File: src/rtl/lcd_scanner.sv
// lcd_scanner: steps the LCD common select (lcd_h) through H=0..3, samples the
// display-RAM segment outputs once per H phase into a shadow buffer, and commits
// a complete 2x16x4 frame to registered outputs with a one-cycle valid pulse.
//
// State table
//   state     | meaning
//   ST_IDLE   | scan stopped; lcd_h=0, phase counter cleared
//   ST_SCAN   | walking H=0..3, TICK_DIV cycles per H, sample at phase SETTLE
//   ST_COMMIT | one cycle after the H=3 phase ends; frame_valid is high here
//
// Ports
//   clk          in   1   system clock
//   reset_n      in   1   asynchronous active-low reset
//   enable       in   1   1 = scan running, 0 = idle
//   lcd_blank    in   1   forces the committed frame to zero (sampled at commit only)
//   segment_a    in  16   segment A bits for the current lcd_h
//   segment_b    in  16   segment B bits for the current lcd_h
//   lcd_h        out  2   current common select, feeds display RAM
//   frame_a      out 64   committed frame, bit [h*16+i] = segment_a[i] at H=h
//   frame_b      out 64   committed frame, same layout for segment_b
//   frame_valid  out  1   one-cycle pulse when frame_a/b carry a new frame
//   frame_count  out  8   committed-frame counter, wraps 255->0
module lcd_scanner #(
    parameter int TICK_DIV = 256,
    parameter int SETTLE   = 2
) (
    input  logic        clk,
    input  logic        reset_n,
    input  logic        enable,
    input  logic        lcd_blank,
    input  logic [15:0] segment_a,
    input  logic [15:0] segment_b,
    output logic [1:0]  lcd_h,
    output logic [63:0] frame_a,
    output logic [63:0] frame_b,
    output logic        frame_valid,
    output logic [7:0]  frame_count
);

    localparam logic [15:0] LP_LAST   = 16'(TICK_DIV - 1);
    localparam logic [15:0] LP_SETTLE = 16'(SETTLE);

    typedef enum logic [1:0] {
        ST_IDLE   = 2'd0,
        ST_SCAN   = 2'd1,
        ST_COMMIT = 2'd2
    } state_t;

    state_t      r_state;
    logic [15:0] r_phase;
    logic [1:0]  r_lcd_h;
    logic [63:0] r_shadow_a;
    logic [63:0] r_shadow_b;
    logic [63:0] r_frame_a;
    logic [63:0] r_frame_b;
    logic        r_frame_valid;
    logic [7:0]  r_frame_count;

    always_ff @(posedge clk or negedge reset_n) begin
        if (!reset_n) begin
            r_state       <= ST_IDLE;
            r_phase       <= '0;
            r_lcd_h       <= '0;
            r_shadow_a    <= '0;
            r_shadow_b    <= '0;
            r_frame_a     <= '0;
            r_frame_b     <= '0;
            r_frame_valid <= 1'b0;
            r_frame_count <= '0;
        end else begin
            r_frame_valid <= 1'b0;
            case (r_state)
                ST_IDLE: begin
                    r_phase <= '0;
                    r_lcd_h <= '0;
                    if (enable) begin
                        r_state <= ST_SCAN;
                    end
                end
                ST_SCAN: begin
                    if (!enable) begin
                        // Abandon the partial frame; the next frame rewrites every H slot.
                        r_state <= ST_IDLE;
                        r_phase <= '0;
                        r_lcd_h <= '0;
                    end else begin
                        if (r_phase == LP_SETTLE) begin
                            r_shadow_a[{r_lcd_h, 4'b0000} +: 16] <= segment_a;
                            r_shadow_b[{r_lcd_h, 4'b0000} +: 16] <= segment_b;
                        end
                        if (r_phase == LP_LAST) begin
                            r_phase <= '0;
                            r_lcd_h <= r_lcd_h + 2'd1;
                            if (r_lcd_h == 2'd3) begin
                                // SETTLE < TICK_DIV-1, so the H=3 sample is already in the shadow.
                                r_state       <= ST_COMMIT;
                                r_frame_a     <= lcd_blank ? '0 : r_shadow_a;
                                r_frame_b     <= lcd_blank ? '0 : r_shadow_b;
                                r_frame_valid <= 1'b1;
                                r_frame_count <= r_frame_count + 8'd1;
                            end
                        end else begin
                            r_phase <= r_phase + 16'd1;
                        end
                    end
                end
                ST_COMMIT: begin
                    r_phase <= '0;
                    r_lcd_h <= '0;
                    r_state <= enable ? ST_SCAN : ST_IDLE;
                end
                default: begin
                    r_state <= ST_IDLE;
                    r_phase <= '0;
                    r_lcd_h <= '0;
                end
            endcase
        end
    end

    assign lcd_h       = r_lcd_h;
    assign frame_a     = r_frame_a;
    assign frame_b     = r_frame_b;
    assign frame_valid = r_frame_valid;
    assign frame_count = r_frame_count;

endmodule

File: config.mk
export PLATFORM = sky130hd
export DESIGN_NAME = lcd_scanner
export DESIGN_NICKNAME = d
export VERILOG_FILES = /design/src/rtl/lcd_scanner.sv
export SDC_FILE = /design/constraint.sdc
export NUM_CORES = 1
export LEC_CHECK = 0
export ABC_AREA = 1
export ABC_CLOCK_PERIOD_IN_PS = 2600
export CORE_UTILIZATION = 40
export DETAILED_ROUTE_END_ITERATION = 10
export PLACE_DENSITY = 0.72
export SYNTH_ARGS = -nofsm -noshare
export SYNTH_HDL_FRONTEND = slang
export SYNTH_SLANG_ARGS = --single-unit
File: constraint.sdc
create_clock -name clk -period 2.6 [get_ports clk]
set_clock_uncertainty 0.15 [all_clocks]
set_input_delay 0.52 -clock clk [delete_from_list [all_inputs] [get_ports clk]]
set_output_delay 0.52 -clock clk [all_outputs]
set_load 0.02 [all_outputs]
==> results of run 1 <==
==> power groups by stage <==
stage / Combinational [mW] / Clock (mW) / Sequential (mW)
2_1_floorplan: 0.401 / 0 / 4.88
3_3_place_gp: 0.683 / 0 / 4.93
3_5_place_dp: 0.701 / 0 / 4.93
4_1_cts: 0.709 / 4.48 / 4.86
5_1_grt: 0.788 / 4.65 / 4.89
6_report: 0.699 / 4.41 / 4.86
==> per-layer routing <==
layer  share of wire  global-route usage
met1            0.44               0.307
met5               0                   0
met2            0.46               0.346
met4           0.031              0.0785
met3           0.065              0.0325
==> kinds of logic after synthesis <==
logic type	Yosys count	share of synthesized area
buffers and inverters	199	0.0650
AOI/OAI and AO/OA	7	0.00311
adders and majority gates	8	0.00732
DFF	285	0.521
and+or+nand+nor	1200	0.399
xor gates and xnor gates	7	0.00448
==> Yosys cell counts <==
library cell  number  area [sq um]
o21ai_0            2          10.0
nor2_2             3          18.8
nand3b_1         126           946
nand3_1           17          85.1
buf_1              4          15.0
clkinv_1           2          7.51
nor4_1             1          6.26
nand2_2            3          18.8
nand2_1          730          2740
buf_4              9          67.6
buf_2             33           165
nor3_1            58           290
a21oi_1            2          10.0
inv_1             66           248
clkbuf_1          76           285
dfrtp_1          285          7130
nand4_1          142           888
nor2_1           119           447
xor2_1             4          35.0
o211ai_1           2          15.0
buf_6              9           101
xnor2_1            3          26.3
o21bai_1           1          7.51
ha_1               8           100
nor2_4             1          11.3
==> timing repair <==
action | in CTS | in global routing
endpoints found under the hold margin | 39 | 0
resized for setup | 0 | 1
hold buffers | 1 | 0
endpoints found under the setup margin | 0 | 1
==> flip-flops by register name, indices dropped and copies added, names as in the netlist <==
name and cells:
frame_valid 1, frame_b 64, frame_a 64, r_shadow_b 64, lcd_h 2, r_shadow_a 64, r_state 2, r_phase 16
frame_count 8
==> critical path, cell delays in order (launching register included) <==
cell and delay (ns):
dfrtp_1 0.38, inv_1 0.19, ha_1 0.29, inv_1 0.26, nand2_1 0.54, nor2_1 0.28, nand4_1 0.13, nand2_1 0.09
==> final timing paths <==
kind / depth (start not counted) / slack, ns / end / startpoint
max: 7 / 0.24 / r_shadow_a[58] / lcd_h[0]
min: 2 / 0.32 / frame_b[41] / frame_b[41]
max reg2reg: 7 / 0.24 / r_shadow_a[58] / lcd_h[0]
min reg2reg: 2 / 0.32 / frame_b[41] / frame_b[41]
max in group asynchronous: 3 / 1.25 / r_shadow_b[3] / reset_n
min in group asynchronous: 2 / 0.33 / r_shadow_a[26] / reset_n
==> final cells by class <==
cell class              instances  area share
diodes                          1    0.000147
clock buffers                  42      0.0534
clock inverters                12     0.00700
inverters                      68      0.0151
multi-input cells            1222       0.334
flip-flops and latches        285       0.420
well taps                     448      0.0330
repair buffers                218       0.137
==> run_results.csv, run 1 <==
group,metric,value,unit
run_status,outcome,"finished, final reports clean",
placed_design,place_area,15900,sq um
clock_network,numCtsBuffers,30,
critical_path,critPathArrivalTime,2.71,ns
route,post_drt_wl_per_cell,16.5,microns
clock_network,cts_setup_buffers,0,
floorplan,initial_core_util,0.407,
clock_network,htreeDepth,1,
route,drc_errors,0,
sta,post-route-period-util,0.909,
pwr,intPower,7.60,mW
floorplan,die_area,34900,sq um
placed_design,gp_congestion,0.851,
pwr,p_sw_frac,0.237,
sta,setup_tns,0,ns
pwr,power_density,587,nW/um^2
critical_path,cp.required,2.94,ns
route,viasPerCell,5.24,
pwr,ir_worst_vdd,0.471,mV
hold_path,min_path_type,"reg2reg",
sta,period_minus_slack,2.36,ns
final_layout,nNetsFinal,1869,
final_layout,utilization,0.505,
synth,netlist_area,13700,sq um
flow_run,cap_violations,0,
placed_design,dp_slack,0.180,ns
sta,slew_headroom,0.451,
pwr,clkPwrFrac,0.442,
final_layout,instances_no_fill,2296,
route,drtPass1Iterations,8,
clock_network,cts_tree,"yes",
sta,slew_violations,0,
synth,syn_area_per_cell,8.02,sq um
global_route,grt_pass1_wl,62.5,mm
final_layout,seq_area,7130,sq um
final_layout,nFillCells,3147,
final_layout,stdcell_area,17000,sq um
sta,layout_setup_ws,0.237,ns
global_route,grt_overflow_total,0,
final_layout,drive_above_1_share,0.0568,
final_layout,layout_common_cells,"nand2_1, dfrtp_1, clkdlybuf4s50_1",
final_layout,syn2layout_area_growth,24.1,%
sta,grt_setup_unrepaired,"no",
route,vias,12000,
synth,ys_ff_latch,285,
final_layout,final_common_cell,"nand2_1",
pwr,p_leak,8.47,nW
synth,seq_area_frac_synth,0.521,
synth,syn_inst,1706,
pwr,netSwitchingPower,2.37,mW
sta,holdWs,0.320,ns
pwr,combPwrFrac,0.070,
pwr,power_frac_seq,0.488,
synth,yosys_warnings,0,
pwr,power.total,9.97,mW
sta,worstMarginPinSlew,0.821,ns
route,drtIter0Drc,1340,
critical_path,crit_type,"reg2reg",
clock_network,clock_sinks,285,
route,drtAntennaViolNets,0,
sta,max_freq,0.423,GHz
floorplan,core,33600,sq um
clock_network,cts_root_buffer,"clkbuf_16",
clock_network,clock_path_buffers,3,
critical_path,crit_fanout,21,
global_route,grt_use_total,0.219,
clock_network,clkLatencyLatePin,0.55,ns
global_route,antenna_found_initial,2,
final_layout,multi_input_area,5680,sq um
global_route,grt_max_degree,89,
sta,finalSetupViolations,0,
floorplan,fp.dieW,187,microns
clock_network,clk_pin_slew,0.07,ns
floorplan,die_height,187,microns
floorplan,fp-row-count,67,
critical_path,crit_path_start_kind,"register",
placed_design,port_buffers,174,
synth,synth.distinct_cells,25,
floorplan,io_pins,175,
global_route,grt_pass1_vias,11700,
critical_path,crit_path_end_kind,"register",
synth,synth_nets,1750,
sta,final-hold-violation-count,0,
placed_design,dp_hpwl,25.2,mm
placed_design,dp.cells,2240,
route,detail_route.wirelength,37.9,mm
No activity file was read; power rests on OpenSTA's default activity.
==> inputs of run 2 (changes only) <==
--- a/config.mk
+++ b/config.mk
@@ -10,6 +10,7 @@
 export CORE_UTILIZATION = 40
 export DETAILED_ROUTE_END_ITERATION = 10
 export PLACE_DENSITY = 0.72
+export SLEW_MARGIN = 20
 export SYNTH_ARGS = -nofsm -noshare
 export SYNTH_HDL_FRONTEND = slang
 export SYNTH_SLANG_ARGS = --single-unit
==> results of run 2 <==
Same layout as run 1: the final DEF is identical, and so are final timing and power.
